==> config.mk <==
export PLATFORM = sky130hd
export DESIGN_NAME = reaction_ctrl
export DESIGN_NICKNAME = d
export VERILOG_FILES = /design/src/rtl/rt_pkg.sv /design/src/rtl/rise_det.sv /design/src/rtl/reaction_ctrl.sv
export SDC_FILE = /design/constraint.sdc
export NUM_CORES = 1
export LEC_CHECK = 0
export BUFFER_PORTS_ARGS = -buffer_cell sky130_fd_sc_hd__clkbuf_2
export CAP_MARGIN = 15
export CORE_UTILIZATION = 33
export DETAILED_ROUTE_END_ITERATION = 6
export SYNTH_ARGS = -nofsm -noshare
export SYNTH_HDL_FRONTEND = slang
export SYNTH_SLANG_ARGS = --single-unit
==> constraint.sdc <==
create_clock -name clk -period 2.85 [get_ports clk]
set_clock_uncertainty 0.2 [all_clocks]
set_input_delay 0.285 -clock clk [delete_from_list [all_inputs] [get_ports clk]]
set_output_delay 0.285 -clock clk [all_outputs]
set_load 0.01 [all_outputs]
==> src/rtl/rt_pkg.sv <==
// Shared definitions for the reaction-timer control path and its display stage.
// State encoding, default timing limits and the delay-counter width helper.
package rt_pkg;

  typedef enum logic [2:0] {
    ST_IDLE  = 3'd0,
    ST_WAIT  = 3'd1,
    ST_ARMED = 3'd2,
    ST_DONE  = 3'd3,
    ST_EARLY = 3'd4
  } state_e;

  localparam int DELAY_BASE_DEF = 1000;
  localparam int MAX_MS_DEF     = 9999;

  // Width needed to hold DELAY_BASE plus the largest N-bit random value.
  function automatic int dly_width(input int base, input int n);
    int w;
    w = $clog2(base + (1 << n));
    return (w < 1) ? 1 : w;
  endfunction

endpackage

==> src/rtl/rise_det.sv <==
// Registered rising-edge detector with a configurable history reset value.
// A level rising in cycle t yields a one-cycle edge pulse in cycle t+1.
module rise_det #(
  parameter logic RST_VAL = 1'b1
) (
  input  logic clk,
  input  logic reset,
  input  logic level_i,
  output logic edge_o
);

  logic prev_q;
  logic edge_q;

  always_ff @(posedge clk or negedge reset) begin
    if (!reset) begin
      prev_q <= RST_VAL;
      edge_q <= 1'b0;
    end else begin
      prev_q <= level_i;
      edge_q <= level_i & ~prev_q;
    end
  end

  assign edge_o = edge_q;

endmodule

==> src/rtl/reaction_ctrl.sv <==
// Reaction-timer controller: random pre-delay, stimulus LED, reaction count.
// state | meaning: IDLE idle, WAIT random delay, ARMED led on / counting, DONE result, EARLY false start.
module reaction_ctrl
  import rt_pkg::*;
#(
  parameter int N          = 12,
  parameter int DELAY_BASE = DELAY_BASE_DEF,
  parameter int MAX_MS     = MAX_MS_DEF,
  parameter int CW         = 14
) (
  input  logic          clk,
  input  logic          reset,
  input  logic          tick_ms,
  input  logic [N-1:0]  random,
  input  logic          start,
  input  logic          react,
  output logic          led,
  output logic [CW-1:0] time_ms,
  output logic          done,
  output logic          too_early,
  output logic          timeout,
  output logic          busy
);

  localparam int DW = dly_width(DELAY_BASE, N);

  logic start_edge;
  logic react_edge;

  state_e        state_q, state_d;
  logic [DW-1:0] dly_q, dly_d;
  logic [CW-1:0] time_q, time_d;
  logic          timeout_q, timeout_d;
  logic          led_q, done_q, early_q, busy_q;

  rise_det #(.RST_VAL(1'b1)) u_start_det (
    .clk     (clk),
    .reset   (reset),
    .level_i (start),
    .edge_o  (start_edge)
  );

  rise_det #(.RST_VAL(1'b1)) u_react_det (
    .clk     (clk),
    .reset   (reset),
    .level_i (react),
    .edge_o  (react_edge)
  );

  always_comb begin
    state_d   = state_q;
    dly_d     = dly_q;
    time_d    = time_q;
    timeout_d = timeout_q;
    case (state_q)
      ST_IDLE, ST_DONE, ST_EARLY: begin
        if (start_edge) begin
          state_d   = ST_WAIT;
          dly_d     = DW'(DELAY_BASE) + DW'(random);
          time_d    = '0;
          timeout_d = 1'b0;
        end
      end
      ST_WAIT: begin
        if (react_edge) begin
          state_d = ST_EARLY;
        end else if (dly_q == '0) begin
          state_d = ST_ARMED;
          time_d  = '0;
        end else if (tick_ms) begin
          dly_d = dly_q - DW'(1);
          if (dly_q == DW'(1)) begin
            state_d = ST_ARMED;
            time_d  = '0;
          end
        end
      end
      ST_ARMED: begin
        // A react edge wins over a same-cycle tick, so that tick is not counted.
        if (react_edge) begin
          state_d = ST_DONE;
        end else if (tick_ms) begin
          time_d = time_q + CW'(1);
          if (time_d >= CW'(MAX_MS)) begin
            time_d    = CW'(MAX_MS);
            state_d   = ST_DONE;
            timeout_d = 1'b1;
          end
        end
      end
      default: state_d = ST_IDLE;
    endcase
  end

  always_ff @(posedge clk or negedge reset) begin
    if (!reset) begin
      state_q   <= ST_IDLE;
      dly_q     <= '0;
      time_q    <= '0;
      timeout_q <= 1'b0;
      led_q     <= 1'b0;
      done_q    <= 1'b0;
      early_q   <= 1'b0;
      busy_q    <= 1'b0;
    end else begin
      state_q   <= state_d;
      dly_q     <= dly_d;
      time_q    <= time_d;
      timeout_q <= timeout_d;
      led_q     <= (state_d == ST_ARMED);
      done_q    <= (state_d == ST_DONE);
      early_q   <= (state_d == ST_EARLY);
      busy_q    <= (state_d == ST_WAIT) || (state_d == ST_ARMED);
    end
  end

  assign led       = led_q;
  assign time_ms   = time_q;
  assign done      = done_q;
  assign too_early = early_q;
  assign timeout   = timeout_q;
  assign busy      = busy_q;

endmodule

After elaboration in Yosys (flattened, before gate mapping)
Cells that the tools add are included.
{ "word_totals": {"reg_bits": 39, "latch_bits": 0, "ram_bits": 0, "romBits": 0, "inputBits": 17, "output_inout_bits": 19, "wordCells": 76, "n_memories": 0} }
{ "op_classes": {"n_addsub": 3, "n_mul": 0, "div": 0, "n_lt_le_gt_ge": 1, "eq_ne": 18, "n_shift": 0, "n_mux": 28, "bitwise_logic": 4, "reduce_logical": 10} }
{ "op_table": {"columns": ["op", "count"], "rows": [
  ["$mux W14", 8],
  ["$mux W13", 4],
  ["$pmux W14 S3", 1],
  ["$pmux W13 S2", 1],
  ["$mux W3", 8],
  ["$add A14 B1 Y14 const B", 1],
  ["$ge A14 B14 Y1 const B", 1],
  ["$add A10 B12 Y13 const A", 1],
  ["$eq A13 B1 Y1 const B", 1],
  ["$logic_not A13 Y1", 1],
  ["$sub A13 B1 Y13 const B", 1],
  ["$eq A3 B2 Y1 const B", 4],
  ["$ne A2 B2 Y1 const B", 6],
  ["$reduce_and A5 Y1", 2],
  ["$pmux W3 S3", 1],
  ["$reduce_and A7 Y1", 1],
  ["$eq A3 B1 Y1 const B", 2],
  ["$eq A3 B3 Y1 const B", 2],
  ["$ne A3 B3 Y1 const B", 2],
  ["$mux W1", 4],
  ["$reduce_bool A2 Y1", 2],
  ["$logic_not A3 Y1", 1],
  ["$reduce_bool A3 Y1", 1],
  ["$reduce_or A3 Y1", 1],
  ["5 further kinds", 7]
]} }

Logic depth before layout (Yosys ltp)
{ "depth": {"depth_word": 8, "ltp_mapped": 10, "depth_no_buf": 9} }

Hierarchy
From an unflattened synthesis, not the netlist that was laid out.
{ "unflattened": {"hier_cells": 304, "hier_area_um2": 2560.0} }
{ "by_module_without_submodules": {"columns": ["module", "n_inst", "cells_each", "area_each_um2", "seq_area_each_um2"], "rows": [
  ["reaction_ctrl", 1, 298, 2429.8, 875.8],
  ["rise_det", 2, 3, 65.1, 51.3]
]} }

Least setup slack after synthesis
Ideal clock, no wire load.
{ "synth_timing": {"kind": "reg2reg", "from": "register time_q[0] (netlist: time_ms[0])", "to": "register time_q[6] (netlist: time_ms[6])", "setup_ns": 0.096, "arrival_ns": 2.307, "setup_slack_ns": 0.248, "path_stages_with_launch": 10, "synth_period_minus_slack_ns": 2.602, "cell_sequence": "dfrtp_1 ha_1 buf_2 maj3_1 a32oi_1 o211ai_1 o2bb2ai_1 or2_1 and2_1 o32ai_2"} }
{ "synth_via": {"elab_chain_len": 6} }
{ "synth_lines": {"columns": ["item", "line_no", "text"], "rows": [
  ["start: declaration", "reaction_ctrl.sv:32", "logic [CW-1:0] time_q, time_d;"],
  ["start signal: assignment", "reaction_ctrl.sv:108", "time_q <= time_d;"],
  ["$add A14 B1 Y14 (*)", "reaction_ctrl.sv:83", "time_d = time_q + CW'(1);"],
  ["$ge A14 B14 Y1", "reaction_ctrl.sv:84", "if (time_d >= CW'(MAX_MS)) begin"],
  ["$mux W14 (*)", "reaction_ctrl.sv:84", null],
  ["$mux W14 (*)", "reaction_ctrl.sv:82", "end else if (tick_ms) begin"],
  ["$mux W14 (*)", "reaction_ctrl.sv:80", "if (react_edge) begin"],
  ["$pmux W14 S3 (*)", "reaction_ctrl.sv:55", "case (state_q)"]
]} }
Every way passes the cells marked *; elsewhere a longest branch is shown, timed or not. The select of a mux whose other input is x is not followed.
A chain may end at the register's enable or synchronous reset.

Worst setup path in the final report
{ "layout_timing": {"from": "register time_q[0] (netlist: time_ms[0])", "to": "register done_q (netlist: done)"} }
{ "layout_via": {"elab_chain_len": 7} }
{ "layout_lines": {"columns": ["item", "line_no", "text"], "rows": [
  ["$add A14 B1 Y14", "reaction_ctrl.sv:83", null],
  ["$ge A14 B14 Y1", "reaction_ctrl.sv:84", null],
  ["$mux W3", "reaction_ctrl.sv:84", null],
  ["$mux W3", "reaction_ctrl.sv:82", null],
  ["$mux W3", "reaction_ctrl.sv:80", null],
  ["$pmux W3 S3", "reaction_ctrl.sv:55", null],
  ["net state_d[0]", "reaction_ctrl.sv:30", "state_e state_q, state_d;"],
  ["$eq A3 B2 Y1", "reaction_ctrl.sv:111", "done_q <= (state_d == ST_DONE);"],
  ["end signal: assignment", "reaction_ctrl.sv:111", null],
  ["end: declaration", "reaction_ctrl.sv:34", "logic led_q, done_q, early_q, busy_q;"]
]} }
The timed path passes the listed nets, and every way through them passes these cells.

==> summary.md <==
| Metric | Value |
|---|---|
| Status | `completed` |
| R2r startpoint | `time_ms[0]` |
| Most used cell, CP | `o211ai_4` |
| Net count after synthesis | `~340` |
| N_diodes | `0` |
| Most common flop cell mapped by yosys | `dfrtp_1` |
| Critical-path cell list | `inv_1 > ha_1 > maj3_1 > a32oi_1 > o211ai_1 > o2bb2ai_1 > o211ai_4 > o211ai_4 > and2_1` |
| Total die area | `8850 um^2` |
| Gr usage total | `around 17%` |
| Netlist Area Pre-Place | `2800 um^2` |
| Seq/Total Area, Yosys | `about a third` |
| Max Slew Vio Count | `0` |
| Synth cell types | `70` |
| Clock Path Buffers | `2` |
| Final worst path period share | `95.4%` |
| Power per standard cell area | `roughly 530 nW/um^2` |
| Ratio of cells with drive above 1 in the final layout | `22.2%` |
| Final GP Congestion | `0.822` |
| Post-DP HPWL | `5010 um` |
| IR drop worst, VDD | `0.268 mV` |
| Setup WS pre-CTS | `0.0429 ns` |
| I/O Pins | `36` |
| DRC | `0` |
| Hold_sp | `random[11]` |
| Final ANT Viol Nets | `0` |
| P&R area growth vs syn | `15.1%` |
| RSZ-0062 raised after global routing | `true` |
| Maxcap violations | `0` |
| Cell family with most CP delay | `compound AO/OA/AOI/OAI gates` |
| Number of synthesized register bits | `39` |
| Final net count | `373` |
| Initial antenna violation count | `0` |
| Mean cell area of the mapped netlist | `~8.9 um^2` |
| CP endpoint kind | `flop` |
| Core area | `8220 um^2` |
| Total Routed Length | `6720 um` |
| Post-Layout Inst Area | `3220 um^2` |
| Slew @ Worst Pin | `roughly 1 ns` |
| Port Buffers | `35` |
| Die Span X | `approximately 94 um` |
| Worst path required time | `2.83 ns` |
| Worst skew pair latency | `~0.29 ns` |
| Via count | `2493` |
| Area after DPL | `3090 um^2` |
| Critical path class | `reg -> reg` |
| Initial drt markers | `155` |
| CTS Buf Count | `5` |
| Core Util, Final | `39.2%` |
| Final WS setup | `0.130 ns` |
| Row count | `33` |
| CP peak stage delay | `between 0.4 and 0.5 ns` |
| Grt total ovfl | `0` |
| Synth warn | `0` |
| Crit. Startpoint | `time_ms[0]` |
| Final Setup Violations | `0` |
| Clock root cell | `clkbuf_8` |
| Fmax | `368 MHz` |
| Critical Path AT | `2.70 ns` |
| Post-synth EDFFs | `0` |
| HP Class | `in -> reg` |
| Initial Util | `34.1%` |
| CTS tree | `built` |
| Clock Sinks | `39` |
| WL/cell | `~15 um` |
| Worst setup SP type | `flop` |
| Clk pin slew, worst setup/hold paths | `around 0.080 ns` |
| Tmin final | `2.72 ns` |
| Asr flop ratio synth | `100%` |
| CP bufs+invs | `1` |
| Slowest cell on crit path | `dfrtp_1` |
| Vias/cell | `~5.5` |
| Critical path peak fanout | `12` |
| Slew headroom | `33.5%` |
| Pleak | `0.00135 uW` |
| H-tree Lvls | `2` |
| Synth Instances | `316` |
| Die Ht | `between 90 and 100 um` |
| Drt first pass iters | `4` |
| Final Hold Viols | `0` |
| First-pass GRT wire length | `11700 um` |
| Vias in the first global route | `2339` |
| Postcts setup bufs | `0` |
| Largest net degree at the start of global routing | `40` |
-- stage by stage --
stage,total power [uW],hold WS (ns),std cells,setup TNS [ns]
floorplan,1170,-0.211,316,0
global placement,1320,0.190,446,0
detailed placement,1330,0.193,446,0
CTS,1710,0.0402,457,0
global route,1830,0.0829,457,-0.00215
finish,1700,0.0512,457,0
-- path summary, 6_finish.rpt --
| kind | endpoint | slack, ns | cells past startpoint |
|---|---|---|---|
| worst max-delay path | done | 0.13 | 9 |
| worst min-delay path | dly_q[12] | 0.05 | 3 |
| worst max register to register | done | 0.13 | 9 |
| worst min register to register | u_react_det.edge_o | 0.29 | 1 |
| max in group asynchronous | time_ms[12] | 1.34 | 2 |
| min in group asynchronous | time_ms[11] | 0.47 | 2 |
-- synthesized netlist by cell type, drive strengths merged, types with 4 or more instances --
cell | number | share of area [%]
o21ai | 40 | 7.2
dfrtp | 37 | 33
nand2 | 27 | 3.6
a21oi | 23 | 4.1
nor2 | 19 | 2.7
nand3 | 14 | 2.9
clkbuf | 11 | 1.5
inv | 11 | 1.5
nor3 | 11 | 2.4
buf | 8 | 1.6
nor4 | 7 | 3.7
a21o | 6 | 1.6
o211ai | 6 | 3.1
xnor2 | 6 | 1.9
a31oi | 5 | 1.1
ha | 5 | 2.2
a22o | 4 | 1.3
nand2b | 4 | 0.89
nand3b | 4 | 1.1
nand4 | 4 | 1.7
nor2b | 4 | 0.89
or3 | 4 | 0.89
xor2 | 4 | 1.5
-- flip-flops by register name, indices dropped and copies added (netlist names) --
signal	count
too_early	1
u_start_det.edge_o	1
u_react_det.edge_o	1
u_start_det.prev_q	1
done	1
busy	1
dly_q	13
led	1
state_q	3
time_ms	14
u_react_det.prev_q	1
timeout	1
-- layout by cell type, fill, tap and decap left out, types with 3 or more instances in the layout --
cell           instances
dlygate4sd3_1          3
clkbuf_8               5
nor3_1                10
o21ai_0               30
nand2b_1               4
xor2_1                 3
nor2_1                17
dfrtp_1               37
buf_4                  9
o22ai_1                3
or3_1                  4
a22o_1                 4
a31oi_1                5
nor2b_1                4
o211ai_4               3
o21ai_1               10
xnor2_1                6
a21o_1                 6
clkbuf_2              35
ha_1                   4
nor4_1                 3
a21oi_1               23
and2_1                 3
inv_1                 11
nand2_1               26
nand3_1               12
o311a_1                3
o211ai_1               3
nor4_4                 4
nand3b_1               4
-- layer usage --
metal	GRT usage, %	routed length [um]
met3	2.59	220
met5	0	0
met2	26.9	3210
met4	4.10	40
met1	23.1	3250
-- report_power, final --
| part | total [uW] | leakage (uW) | switching [uW] | internal, uW |
|---|---|---|---|---|
| Combinational | 524 | 0.000809 | 299 | 225 |
| Clock | 370 | 0.0000412 | 199 | 171 |
| Sequential | 802 | 0.000503 | 138 | 663 |
-- worst reg2reg max path: stages (launching register included) --
cell       delay (ns)
dfrtp_1          0.49
inv_1            0.10
ha_1             0.23
maj3_1           0.35
a32oi_1          0.19
o211ai_1         0.13
o2bb2ai_1        0.21
o211ai_4         0.40
o211ai_4         0.13
and2_1           0.17
-- what timing repair did --
| action | in CTS | in global routing |
|---|---|---|
| endpoints found under the setup margin | 0 | 18 |
| hold buffers | 3 | 0 |
| hold endpoints to repair | 28 | 0 |
| resized for setup | 0 | 3 |
-- kinds of logic after synthesis --
| kind of cell | Yosys count | synth area share [%] |
|---|---|---|
| compound gates | 115 | 28.6 |
| simple gates | 115 | 25.5 |
| fa+ha+maj | 6 | 2.59 |
| mux | 1 | 0.358 |
| flops | 39 | 35.0 |
| xor+xnor | 10 | 3.40 |
| buf+inv | 30 | 4.56 |
-- final cells by class --
class | count | area, um^2
clock inverter | 2 | 12.5
fill | 830 | 4990
inverter | 11 | 41.3
sequential | 39 | 978
multi-input combinational | 247 | 1710
tap | 105 | 131
clock buffer | 6 | 72.6
timing repair buffer | 47 | 273
Power figures use the tool's default switching activity.
